==> src/rtl/fetch_unit.sv <==
// rtl/fetch_unit.sv - instruction fetch stage: PC register, IF/ID latch, redirect/stall/halt control
module fetch_unit #(
    parameter logic [31:0] RESET_PC = 32'h0000_0000
) (
    input  logic        clk,
    input  logic        reset,
    output logic [31:0] PC,
    input  logic [31:0] Instruction_Code,
    input  logic        stall,
    input  logic        redirect,
    input  logic [31:0] redirect_target,
    output logic [31:0] if_id_pc,
    output logic [31:0] if_id_instr,
    output logic        if_id_valid,
    output logic        halted,
    output logic        misalign,
    output logic [31:0] fetch_count
);

    typedef enum logic [1:0] {
        BOOT = 2'd0,
        RUN  = 2'd1,
        HALT = 2'd2
    } state_t;

    localparam logic [31:0] NOP_WORD    = 32'h0000_0013;
    localparam logic [31:0] ECALL_WORD  = 32'h0000_0073;
    localparam logic [31:0] EBREAK_WORD = 32'h0010_0073;

    state_t      state;
    logic        is_system;
    logic [31:0] pc_seq;
    logic [31:0] pc_redirect;
    logic [31:0] count_inc;

    assign is_system   = (Instruction_Code == ECALL_WORD) || (Instruction_Code == EBREAK_WORD);
    assign pc_seq      = PC + 32'd4;
    assign pc_redirect = {redirect_target[31:2], 2'b00};
    // Counter sticks at all-ones rather than wrapping back to zero
    assign count_inc   = (fetch_count == 32'hFFFF_FFFF) ? fetch_count : fetch_count + 32'd1;

    always_ff @(posedge clk) begin
        if (!reset) begin
            state       <= BOOT;
            PC          <= RESET_PC;
            if_id_pc    <= 32'h0000_0000;
            if_id_instr <= NOP_WORD;
            if_id_valid <= 1'b0;
            halted      <= 1'b0;
            misalign    <= 1'b0;
            fetch_count <= 32'h0000_0000;
        end else begin
            misalign <= 1'b0;
            case (state)
                BOOT: begin
                    state <= RUN;
                end
                RUN, HALT: begin
                    if (redirect) begin
                        state       <= RUN;
                        PC          <= pc_redirect;
                        if_id_valid <= 1'b0;
                        if_id_instr <= NOP_WORD;
                        halted      <= 1'b0;
                        misalign    <= |redirect_target[1:0];
                    end else if (state == RUN && !stall) begin
                        // The system word itself is kept valid in IF/ID while fetch freezes
                        if_id_instr <= Instruction_Code;
                        if_id_pc    <= PC;
                        if_id_valid <= 1'b1;
                        PC          <= pc_seq;
                        fetch_count <= count_inc;
                        if (is_system) begin
                            state  <= HALT;
                            halted <= 1'b1;
                        end
                    end
                end
                default: begin
                    state <= BOOT;
                end
            endcase
        end
    end

endmodule
==> config.mk <==
export PLATFORM = sky130hd
export DESIGN_NAME = fetch_unit
export DESIGN_NICKNAME = d
export VERILOG_FILES = /design/src/rtl/fetch_unit.sv
export SDC_FILE = /design/constraint.sdc
export NUM_CORES = 1
export LEC_CHECK = 0
export CORE_MARGIN = 8
export CORE_UTILIZATION = 50
export DETAILED_ROUTE_END_ITERATION = 16
export HOLD_SLACK_MARGIN = 0.1
export PLACE_DENSITY = 0.94
export SYNTH_ARGS = -nofsm -noshare
export SYNTH_HDL_FRONTEND = slang
export SYNTH_SLANG_ARGS = --single-unit
==> constraint.sdc <==
create_clock -name clk -period 3.9 [get_ports clk]
set_input_delay 0.78 -clock clk [delete_from_list [all_inputs] [get_ports clk]]
set_output_delay 0.78 -clock clk [all_outputs]
set_load 0.1 [all_outputs]
**Word-level counts from Yosys, hierarchy flattened**

Index checks and enable logic that the tools add are counted.

- Equality and inequality tests: 7
- Add/subtract/negate cells: 2
- Mux-type cells: 13
- Bitwise logic cells: 2
- Reduce and logical (&&, ||, !) cells: 14

Operator list:

| kind | count |
|---|---|
| $mux 32 | 4 |
| $add 32x1->32 const B | 1 |
| $add 32x3->32 const B | 1 |
| $eq 32x21->1 const B | 1 |
| $eq 32x32->1 const B | 1 |
| $eq 32x7->1 const B | 1 |
| $reduce_and 3->1 | 3 |
| $mux 2 | 3 |
| $ne 3x3->1 const B | 2 |
| $mux 1 | 5 |
| $pmux 2 s2 | 1 |
| $reduce_and 2->1 | 2 |
| $reduce_and 4->1 | 1 |
| $reduce_bool 2->1 | 2 |
| $reduce_or 2->1 | 2 |
| $eq 2x1->1 const B | 1 |
| $eq 2x2->1 const B | 1 |
| $logic_not 2->1 | 1 |
| $not 1->1 | 2 |
| $logic_and 1x1->1 | 1 |
| $logic_not 1->1 | 1 |
| $logic_or 1x1->1 | 1 |

- Output and inout port bits: 131
- Register bits after elaboration: 133
- Logic and storage cells: 46

**Longest topological paths before layout**

Gate-level depths: netlist (run 1).

- Depth in word-level cells: 6
- Depth in mapped cells: 9
- Depth with buffers taken out: 7

**Least setup slack after synthesis (run 1)**

Ideal clock, no wire load.

- Path kind: flip-flop to flip-flop
- Start: register fetch_count[0]
- End: register fetch_count[2]
- Setup slack: 0.910 ns
- Path buffers: 2
- Cell stages (with the launch flop): 9
- Data arrival time: 2.920 ns
- Path through: dfxtp_1 > ha_1 > nand4_2 > or4_1 > o21ai_1 > buf_4 > buf_6 > o21ai_0 > a21oi_1

- Cells in the longest elaborated chain, start to end: 3
- Elaborated cells on any way between the ends: 4
- Classes of those cells: 1 x add/sub; 1 x eq/ne; 1 x bitwise; 1 x reduce/logical

RTL lines:

| item | line | source |
|---|---|---|
| start, declared | 17 | `output logic [31:0] fetch_count` |
| start signal, assigned | 72 | `fetch_count <= count_inc;` |
| branches (longest 3 deep; another with $add 32x1->32) | n/a |  |

Several ways; the timed one is not identified.
A chain may end at the register's enable or synchronous reset.

**Worst setup path after layout (run 1)**

- Start: register PC[12]
- End: output PC[12]

RTL lines:

| item | line | source |
|---|---|---|
| start, declared | 7 | `output logic [31:0] PC,` |
| start signal, assigned | 61 | `PC <= pc_redirect;` |
| start signal, assigned | 71 | `PC <= pc_seq;` |

No word-level cell between the ends.

==> summary.txt, run 1 <==
Critical path
  • CP Capture Type: primary output
  • CP max-delay cell: clkdlybuf4s50_1
  • Register-to-Register Path Depth: 8
  • CP Class: reg -> out
  • Critical path depth in cells: 1
  • Worst path bufs/invs: 1
  • Critical path startpoint category: register
  • Crit-path max cell delay: 1.24 ns
  • Crit path launch: PC[12]
  • Crit path DAT: 2.15 ns
  • Crit Path Max Fanout: 8
  • Required time worst endpoint: 3.12 ns
  • R2R Path Start: state[0]
  • Crit-path cells: clkdlybuf4s50_1
  • CP top delay family: buffers and inverters

Place
  • Routability congestion estimate: 0.902
  • # port buffers: 194
  • Detailed placement HPWL: 14300 um

Finish
  • Most frequent cells in the layout: 193 x clkdlybuf4s50_1, 129 x dfxtp_1, 114 x nand2_1
  • Commonest non-fill, non-tap cell in the layout: clkdlybuf4s50_1
  • Final #Nets: 986
  • Fill cells: 868
  • Syn-to-layout area delta: 44.5%
  • Share of layout cells above drive strength 1: between 6 and 7%

CTS
  • Clock Sinks: between 100 and 150
  • Clk root buf: clkbuf_16
  • Setup bufs post-CTS: 0
  • Num CTS Buffers: 17
  • H-tree depth: 4
  • CTS tree: done
  • Longest Clk Path Bufs: 2
  • Hold-fix buffers at CTS: 0
  • Post-CTS Resized: 0
  • Clock Latency Late Sink: approximately 0.42 ns
  • Clock-pin slew on the worst setup and hold paths: ~0.050 ns

Power and ir drop
  • Pwr dens: approximately 420 mW/mm^2
  • Leakage: 0.00292 uW
  • Pwr Total: 3620 uW
  • VDD IR-drop max: 0.353 mV

STA
  • Setup Skew: 0.00621 ns
  • Worst Max-Slew Pin Slew: slightly above 1 ns
  • Fin crit share: roughly three quarters
  • Final slew viol count: 0
  • Final setup fails: 0
  • Setup TNS: 0 ns
  • RSZ-0062 raised after global routing: no
  • Tmin final: 2.93 ns
  • Max frequency: between 0.3 and 0.4 GHz
  • Final hold violation count: 0
  • Max-Slew Margin vs Limit: 31.0%

Synth
  • Cell taking the most area after synthesis: dfxtp_1
  • Post-synth EDFFs: 0
  • Yosys top cell area share: between 40% and 50%
  • Synth Warn #: 0
  • Synth Instances: 735
  • Synth cell types: 65
  • Synth area leaders: dfxtp_1 43%, nand2_1 7.2%, a21oi_1 5.4%
  • Synth Register Bits: 129
  • Dominant synthesized flop cell: dfxtp_1
  • Avg Synthesized Cell Area: between 8 and 9 um^2
  • Async SR Flop Fraction: 0%
  • Mapped Area: around 0.0060 mm^2
  • Seq/Total Area, Yosys: ~43%

Global route
  • Pin count of the biggest net entering global routing: 60
  • First-pass GRT wire length: 32000 um
  • GRT Total Usage: 25.0%
  • GRT overflow: 0
  • Vias in the first global route: 6173
  • Initial antenna violation count: 3

Route
  • Via Count: approximately 6500
  • DR pass1 iterations: 5
  • Routed WL: slightly above 20000 um
  • WL/cell: roughly 19 um
  • First DRT Iteration DRCs: 632
  • Via density: 6.04
  • DRC errors left: 0
  • Antenna Nets Post-Route: 0

Floorplanning
  • CORE AREA: 0.0119 mm^2
  • Die H: ~130 um
  • # rows: 40
  • Chip width: 125 um
  • Die area: roughly 0.016 mm^2
  • Initial Util: between 50% and 60%
  • Ports: 199

Worst hold path
  • Worst hold path cell count: 2
  • Tightest Hold Check Type: reg -> reg
  • Min-delay src: if_id_pc[18]

Outcome
  • Status: completed

Run
  • Maxcap violations: 0
[logic make-up (layout without fill, tap and decap cells)]
group | count (synthesis) | after routing | synth area share, %
adders and majority gates | 5 | 5 | 1.05
other | 1 | 6 | 0.0627
muxes | 12 | 12 | 2.03
and+or+nand+nor | 317 | 317 | 25.9
buffers and inverters | 64 | 251 | 4.46
xor gates and xnor gates | 9 | 9 | 1.32
AOI/OAI and AO/OA | 198 | 198 | 22.0
DFF | 129 | 129 | 43.2
[state kept, by name, indices dropped and copies added, names as in the netlist]
signal       flops
PC              30
fetch_count     32
halted           1
if_id_instr     32
if_id_pc        30
if_id_valid      1
misalign         1
state            2
[tightest hold or removal path, stage by stage, from the launching register on]
cell and delay [ns]:
dfxtp_1 0.30, nand2_1 0.05, a21oi_1 0.05
[through the flow]
stage | cells | hold WS, ns | utilization [%] | worst slack, ns | instance area [um^2]
after floorplan | 738 | 0.484 | - | 0.910 | 5990
after global routing | 1074 | 0.467 | 72.9 | 0.947 | 8640
final | 1074 | 0.450 | 72.9 | 0.972 | 8640
after CTS | 1072 | 0.454 | 72.8 | 0.981 | 8640
after detailed placement | 1041 | 0.447 | 67.7 | 0.795 | 8030
after global placement | 1041 | 0.442 | 67.7 | 0.815 | 8030
[routing by layer]
metal / share of wire, % / global-route usage, % / vias to the layer above
met5: 0.040 / 0 / -
met4: 3.0 / 11.7 / 2
met3: 10 / 9.35 / 47
met2: 48 / 41.6 / 355
met1: 39 / 27.8 / 3024
li1: - / - / 3059
[cell usage after synthesis (11+ instances only)]
cell      number
a21oi_1       65
a22oi_1       35
clkbuf_1      44
dfxtp_1      129
mux2i_1       11
nand2_1      114
nand3_1       23
nand4_1       23
nor2_1        69
nor3_1        19
o21ai_0       19
o31ai_1       11
or4_1         13
[layout make-up]
cell class	instances	area, um^2	share of cell area (%)
inverters	11	41.3	0.478
clock buffers	19	443	5.12
repair buffers	209	2050	23.7
clock inverters	12	165	1.91
well taps	147	184	2.13
multi-input cells	545	3170	36.7
diodes	2	5.00	0.0579
flip-flops and latches	129	2580	29.9
[final timing paths]
path,endpoint,slack [ns]
worst max-delay path,PC[12],0.97
worst min-delay path,if_id_pc[18],0.45
worst max register to register,if_id_instr[12],1.46
worst min register to register,if_id_pc[18],0.45
[report_power, final]
part / switching (uW) / internal, uW
logic: 405 / 176
registers: 48.0 / 1350
clock network: 566 / 1070
(Power assumes the default switching activity.)
==> inputs of run 2 (changes only) <==
CORE_UTILIZATION = 46   (was 50)
PLACE_DENSITY = 0.88   (was 0.94)
clock period = 2.9 ns   (was 3.9 ns; I/O delays follow)
==> summary.txt, run 2 (synthesis gave the netlist of run 1 again) <==
Outcome
  • Status: completed

CTS
  • H-tree depth: 4
  • Clock Latency Late Sink: 0.41 ns
  • Clock-pin slew on the worst setup and hold paths: roughly 0.05 ns
  • Clk root buf: clkbuf_16
  • Post-CTS Resized: 0
  • Setup bufs post-CTS: 0
  • Clock Sinks: about 130
  • Num CTS Buffers: 17
  • CTS tree: done
  • Longest Clk Path Bufs: 2
  • Hold-fix buffers at CTS: 0

STA
  • Fin crit share: 85.7%
  • Max frequency: 0.403 GHz
  • Max-Slew Margin vs Limit: 56.8%
  • RSZ-0062 raised after global routing: no
  • PnR worst setup slack: 0.416 ns
  • Worst Max-Slew Pin Slew: 0.642 ns
  • Final slew viol count: 0
  • Setup TNS: 0 ns
  • Tmin final: about 2.5 ns
  • Final hold violation count: 0
  • Setup Skew: around 0.0098 ns
  • Final setup fails: 0

Route
  • WL/cell: ~18 um
  • First DRT Iteration DRCs: slightly below 600
  • Routed WL: slightly below 20000 um
  • Via density: 5.85
  • Via Count: 6431
  • DR pass1 iterations: 6
  • DRC errors left: 0
  • Antenna Nets Post-Route: 0

Floorplanning
  • Die H: 130 um
  • # rows: 41
  • CORE AREA: approximately 0.013 mm^2
  • Chip width: 130 um
  • Initial Util: 47.2%
  • Ports: 199
  • Die area: 0.0169 mm^2

Finish
  • Most frequent cells in the layout: 147 x buf_4, 127 x dfxtp_1, 114 x nand2_1
  • Commonest non-fill, non-tap cell in the layout: buf_4
  • Syn-to-layout area delta: 39.1%
  • Fill cells: 1059
  • Final #Nets: 992
  • Top flop regs: fetch_count (32), if_id_instr (32)
  • Share of layout cells above drive strength 1: 20.5%

Global route
  • Initial antenna violation count: 1
  • Pin count of the biggest net entering global routing: 58
  • GRT Total Usage: 23.3%
  • GRT overflow: 0
  • First-pass GRT wire length: 31000 um
  • Vias in the first global route: 6141

Place
  • Detailed placement HPWL: 14300 um
  • Worst slack, placed: ~0.13 ns
  • Routability congestion estimate: 0.839
  • # port buffers: 194

Power and ir drop
  • Pwr dens: 546 mW/mm^2
  • VDD IR-drop max: 0.357 mV
  • Leakage: 0.00316 uW

Run
  • Maxcap violations: 0

Critical path
  • CP Class: reg -> reg
  • Crit path DAT: around 2.8 ns
  • CP Capture Type: register
  • Required time worst endpoint: 3.24 ns
  • Critical path startpoint category: register
  • Crit Path Max Fanout: 57

Worst hold path
  • Tightest Hold Check Type: reg -> reg
## run 2: cell types whose count changed in the layout (fill, tap and decap cells not counted), sizes merged
cell           before  now
clkbuf             19   27
bufinv              4    0
diode               2    1
clkinv              7    1
clkdlybuf4s50     193   66
clkinvlp            2    0
buf                16  149
## run 2: path summary, 6_finish.rpt
path                              startpoint      endpoint  slack, ns  cells past startpoint
worst max register to register      state[0]   if_id_pc[4]       0.42                      8
worst min register to register  if_id_pc[31]  if_id_pc[31]       0.45                      2
worst min-delay path            if_id_pc[31]  if_id_pc[31]       0.45                      2
worst max-delay path                state[0]   if_id_pc[4]       0.42                      8
## run 2: final cells by class
class / count / area [um^2] / area share, %
inverter: 11 / 41.3 / 0.496
timing repair buffer: 215 / 1790 / 21.5
antenna: 1 / 2.50 / 0.0301
sequential: 129 / 2580 / 31.1
clock buffer: 27 / 513 / 6.17
tap: 172 / 215 / 2.59
multi-input combinational: 545 / 3170 / 38.1
## run 2: routing by layer
layer | vias up | part of all wire (%) | track usage [%]
li1 | 3082 | - | -
met1 | 3015 | 40 | 27.1
met2 | 294 | 47 | 37.3
met3 | 40 | 9.9 | 9.67
met4 | 0 | 2.6 | 9.22
met5 | - | 0 | 0
## run 2: worst max-delay path, cell delays in order, from the launching register on
cell and delay, ns:
dfxtp_1 0.36, inv_1 0.07, ha_1 0.32, buf_4 0.28, nor4bb_4 0.31, buf_4 0.21
buf_4 0.50, nand2_1 0.14, a21oi_1 0.16
## run 2: metrics by stage
step                      hold WS (ns)  cells  total power [uW]  utilization (%)  instance area (um^2)
after global placement           0.443   1072              2680             61.6                  7800
after floorplan                  0.484    738              2420                -                  5990
after detailed placement         0.448   1072              2680             61.6                  7800
after CTS                        0.455   1099              4560             65.6                  8320
final                            0.452   1100              4550             65.7                  8320
after global routing             0.468   1100              4700             65.7                  8320
## run 2: where the power goes
group | switching (uW) | leakage (uW) | internal [uW]
Sequential | 63.3 | 0.00104 | 1820
Combinational | 544 | 0.00186 | 229
Clock | 709 | 0.000251 | 1180
==> inputs of run 3 (changes only) <==
CORE_ASPECT_RATIO = 1.5   (was unset)
==> summary.txt, run 3 (synthesis gave the netlist of run 1 again) <==
Critical path
  • CP Capture Type: register
  • Crit-path cells: inv_1 -> ha_1 -> nand4bb_2 -> or4_1 -> a211o_4 -> or4_1 -> nand2_1
  • Crit-path max cell delay: ~0.57 ns
  • Register-to-Register Path Depth: 7
  • Critical Path End: fetch_count[27]
  • Crit path DAT: around 2.8 ns
  • CP Class: reg -> reg
  • R2R Path Start: state[0]
  • Reg-to-reg setup timing slack: 0.43 ns
  • Crit Path Max Fanout: 7
  • Worst path most repeated cell: or4_1
  • Crit path launch: state[0]
  • Reg-to-reg endpoint: fetch_count[27]
  • CP max-delay cell: or4_1
  • Required time worst endpoint: 3.25 ns
  • Critical path startpoint category: register

Finish
  • Diode count: 0
  • Commonest non-fill, non-tap cell in the layout: buf_4
  • Syn-to-layout area delta: 41.0%
  • Share of layout cells above drive strength 1: 21.6%
  • Top flop regs: fetch_count (32), if_id_instr (32)
  • Fill cells: about 1100
  • Most frequent cells in the layout: 149 x buf_4, 127 x dfxtp_1, 114 x nand2_1
  • Final #Nets: around 990

Route
  • First DRT Iteration DRCs: ~440
  • Via density: 5.91
  • WL/cell: 18.6 um
  • DR pass1 iterations: 4
  • Routed WL: 20400 um
  • Antenna Nets Post-Route: 0
  • DRC errors left: 0
  • Via Count: 6463

CTS
  • Hold-fix buffers at CTS: 0
  • H-tree depth: 4
  • Num CTS Buffers: 17
  • Clock-pin slew on the worst setup and hold paths: 0.06 ns
  • Longest Clk Path Bufs: 2
  • Clk root buf: clkbuf_16
  • Setup bufs post-CTS: 0
  • Clock Latency Late Sink: 0.42 ns
  • CTS tree: done
  • Post-CTS Resized: 0
  • Clock Sinks: 129

Floorplanning
  • Chip width: roughly 110 um
  • Die H: 156 um
  • Die area: 0.0170 mm^2
  • CORE AREA: around 0.013 mm^2
  • # rows: slightly above 50
  • Initial Util: 46.6%
  • Ports: just under 200

STA
  • Tmin final: 2.47 ns
  • Hold_ws: 0.453 ns
  • Max-Slew Margin vs Limit: 57.5%
  • Final slew viol count: 0
  • Setup TNS: 0 ns
  • RSZ-0062 raised after global routing: no
  • Final hold violation count: 0
  • Setup Skew: between 0.01 and 0.015 ns
  • Max frequency: 0.406 GHz
  • Worst Max-Slew Pin Slew: between 0.6 and 0.7 ns
  • Final setup fails: 0
  • Fin crit share: between 80% and 90%

Power and ir drop
  • Sw power: between 1000 and 1500 uW
  • Pwr Total: 4900 uW
  • Internal Pwr Total: approximately 3500 uW
  • Switching part of the total power: approximately 29%
  • Pwr dens: ~580 mW/mm^2
  • Gate power share: 15.8%
  • Leakage: 0.00322 uW
  • Sequential share of power: 38.4%
  • VDD IR-drop max: around 0.46 mV
  • Clock power frac: approximately 46%

Run
  • Maxcap violations: 0

Global route
  • Vias in the first global route: 6258
  • First-pass GRT wire length: 31700 um
  • GRT Total Usage: 23.6%
  • GRT overflow: 0
  • Initial antenna violation count: 0
  • Pin count of the biggest net entering global routing: 79

Place
  • # port buffers: slightly below 200
  • Detailed placement HPWL: roughly 15000 um
  • Routability congestion estimate: 0.856

Worst hold path
  • Tightest Hold Check Type: reg -> reg

Outcome
  • Status: completed
[run 3: changes by cell type in the layout (fill, tap and decap cells not counted), sizes merged]
cell / change
clkbuf: -8
clkinv: +6
bufinv: +3
inv: +3
buf: +2
clkinvlp: +1
diode: -1
[run 3: worst min-delay path by stage]
stage / start / endpoint / slack, ns / depth (start not counted)
5_1_grt: if_id_pc[23] / if_id_pc[23] / 0.47 / 2
6_report: if_id_pc[5] / if_id_pc[5] / 0.45 / 2
4_1_cts: if_id_pc[29] / if_id_pc[29] / 0.45 / 2
3_5_place_dp: if_id_pc[29] / if_id_pc[29] / 0.45 / 2
3_3_place_gp: if_id_pc[26] / if_id_pc[26] / 0.44 / 2
2_1_floorplan: state[1] / state[1] / 0.48 / 2
[run 3: worst max-delay path: cells and delay by family (launching register included)]
kind                       cells  cell delay [ns]
AOI/OAI and AO/OA              1             0.32
adders and majority gates      1             0.32
buffers and inverters          1             0.07
DFF                            1             0.36
and+or+nand+nor                4             1.33
[run 3: metrics by stage]
step | instance area (um^2) | setup WS, ns | cells | util (%)
final | 8430 | 0.435 | 1093 | 65.7
after global routing | 8430 | 0.381 | 1093 | 65.7
after CTS | 8430 | 0.457 | 1093 | 65.7
after detailed placement | 7800 | 0.122 | 1061 | 60.8
after global placement | 7800 | 0.149 | 1061 | 60.8
after floorplan | 5990 | 0.0524 | 738 | -
[run 3: area by class of cell]
type | count | area (um^2) | share of cell area, %
Multi-Input combinational cell | 545 | 3170 | 37.6
Sequential cell | 129 | 2580 | 30.7
Tap cell | 159 | 199 | 2.36
Clock buffer | 19 | 453 | 5.37
Timing Repair Buffer | 217 | 1800 | 21.4
Inverter | 11 | 42.5 | 0.505
Clock inverter | 13 | 175 | 2.08
[run 3: power by group through the flow]
stage / Sequential [uW] / Combinational, uW / Clock (uW)
final: 1880 / 773 / 2250
after global placement: 1920 / 763 / 0
after CTS: 1880 / 771 / 2280
after global routing: 1890 / 809 / 2350
after detailed placement: 1920 / 768 / 0
after floorplan: 2190 / 235 / 0
[run 3: metal layers]
metal	share of wire [%]	vias up	global-route usage, %
met5	0	-	0
met4	4.8	0	14.6
met3	7.0	67	5.38
met2	51	267	41.1
met1	37	3051	24.8
li1	-	3078	-
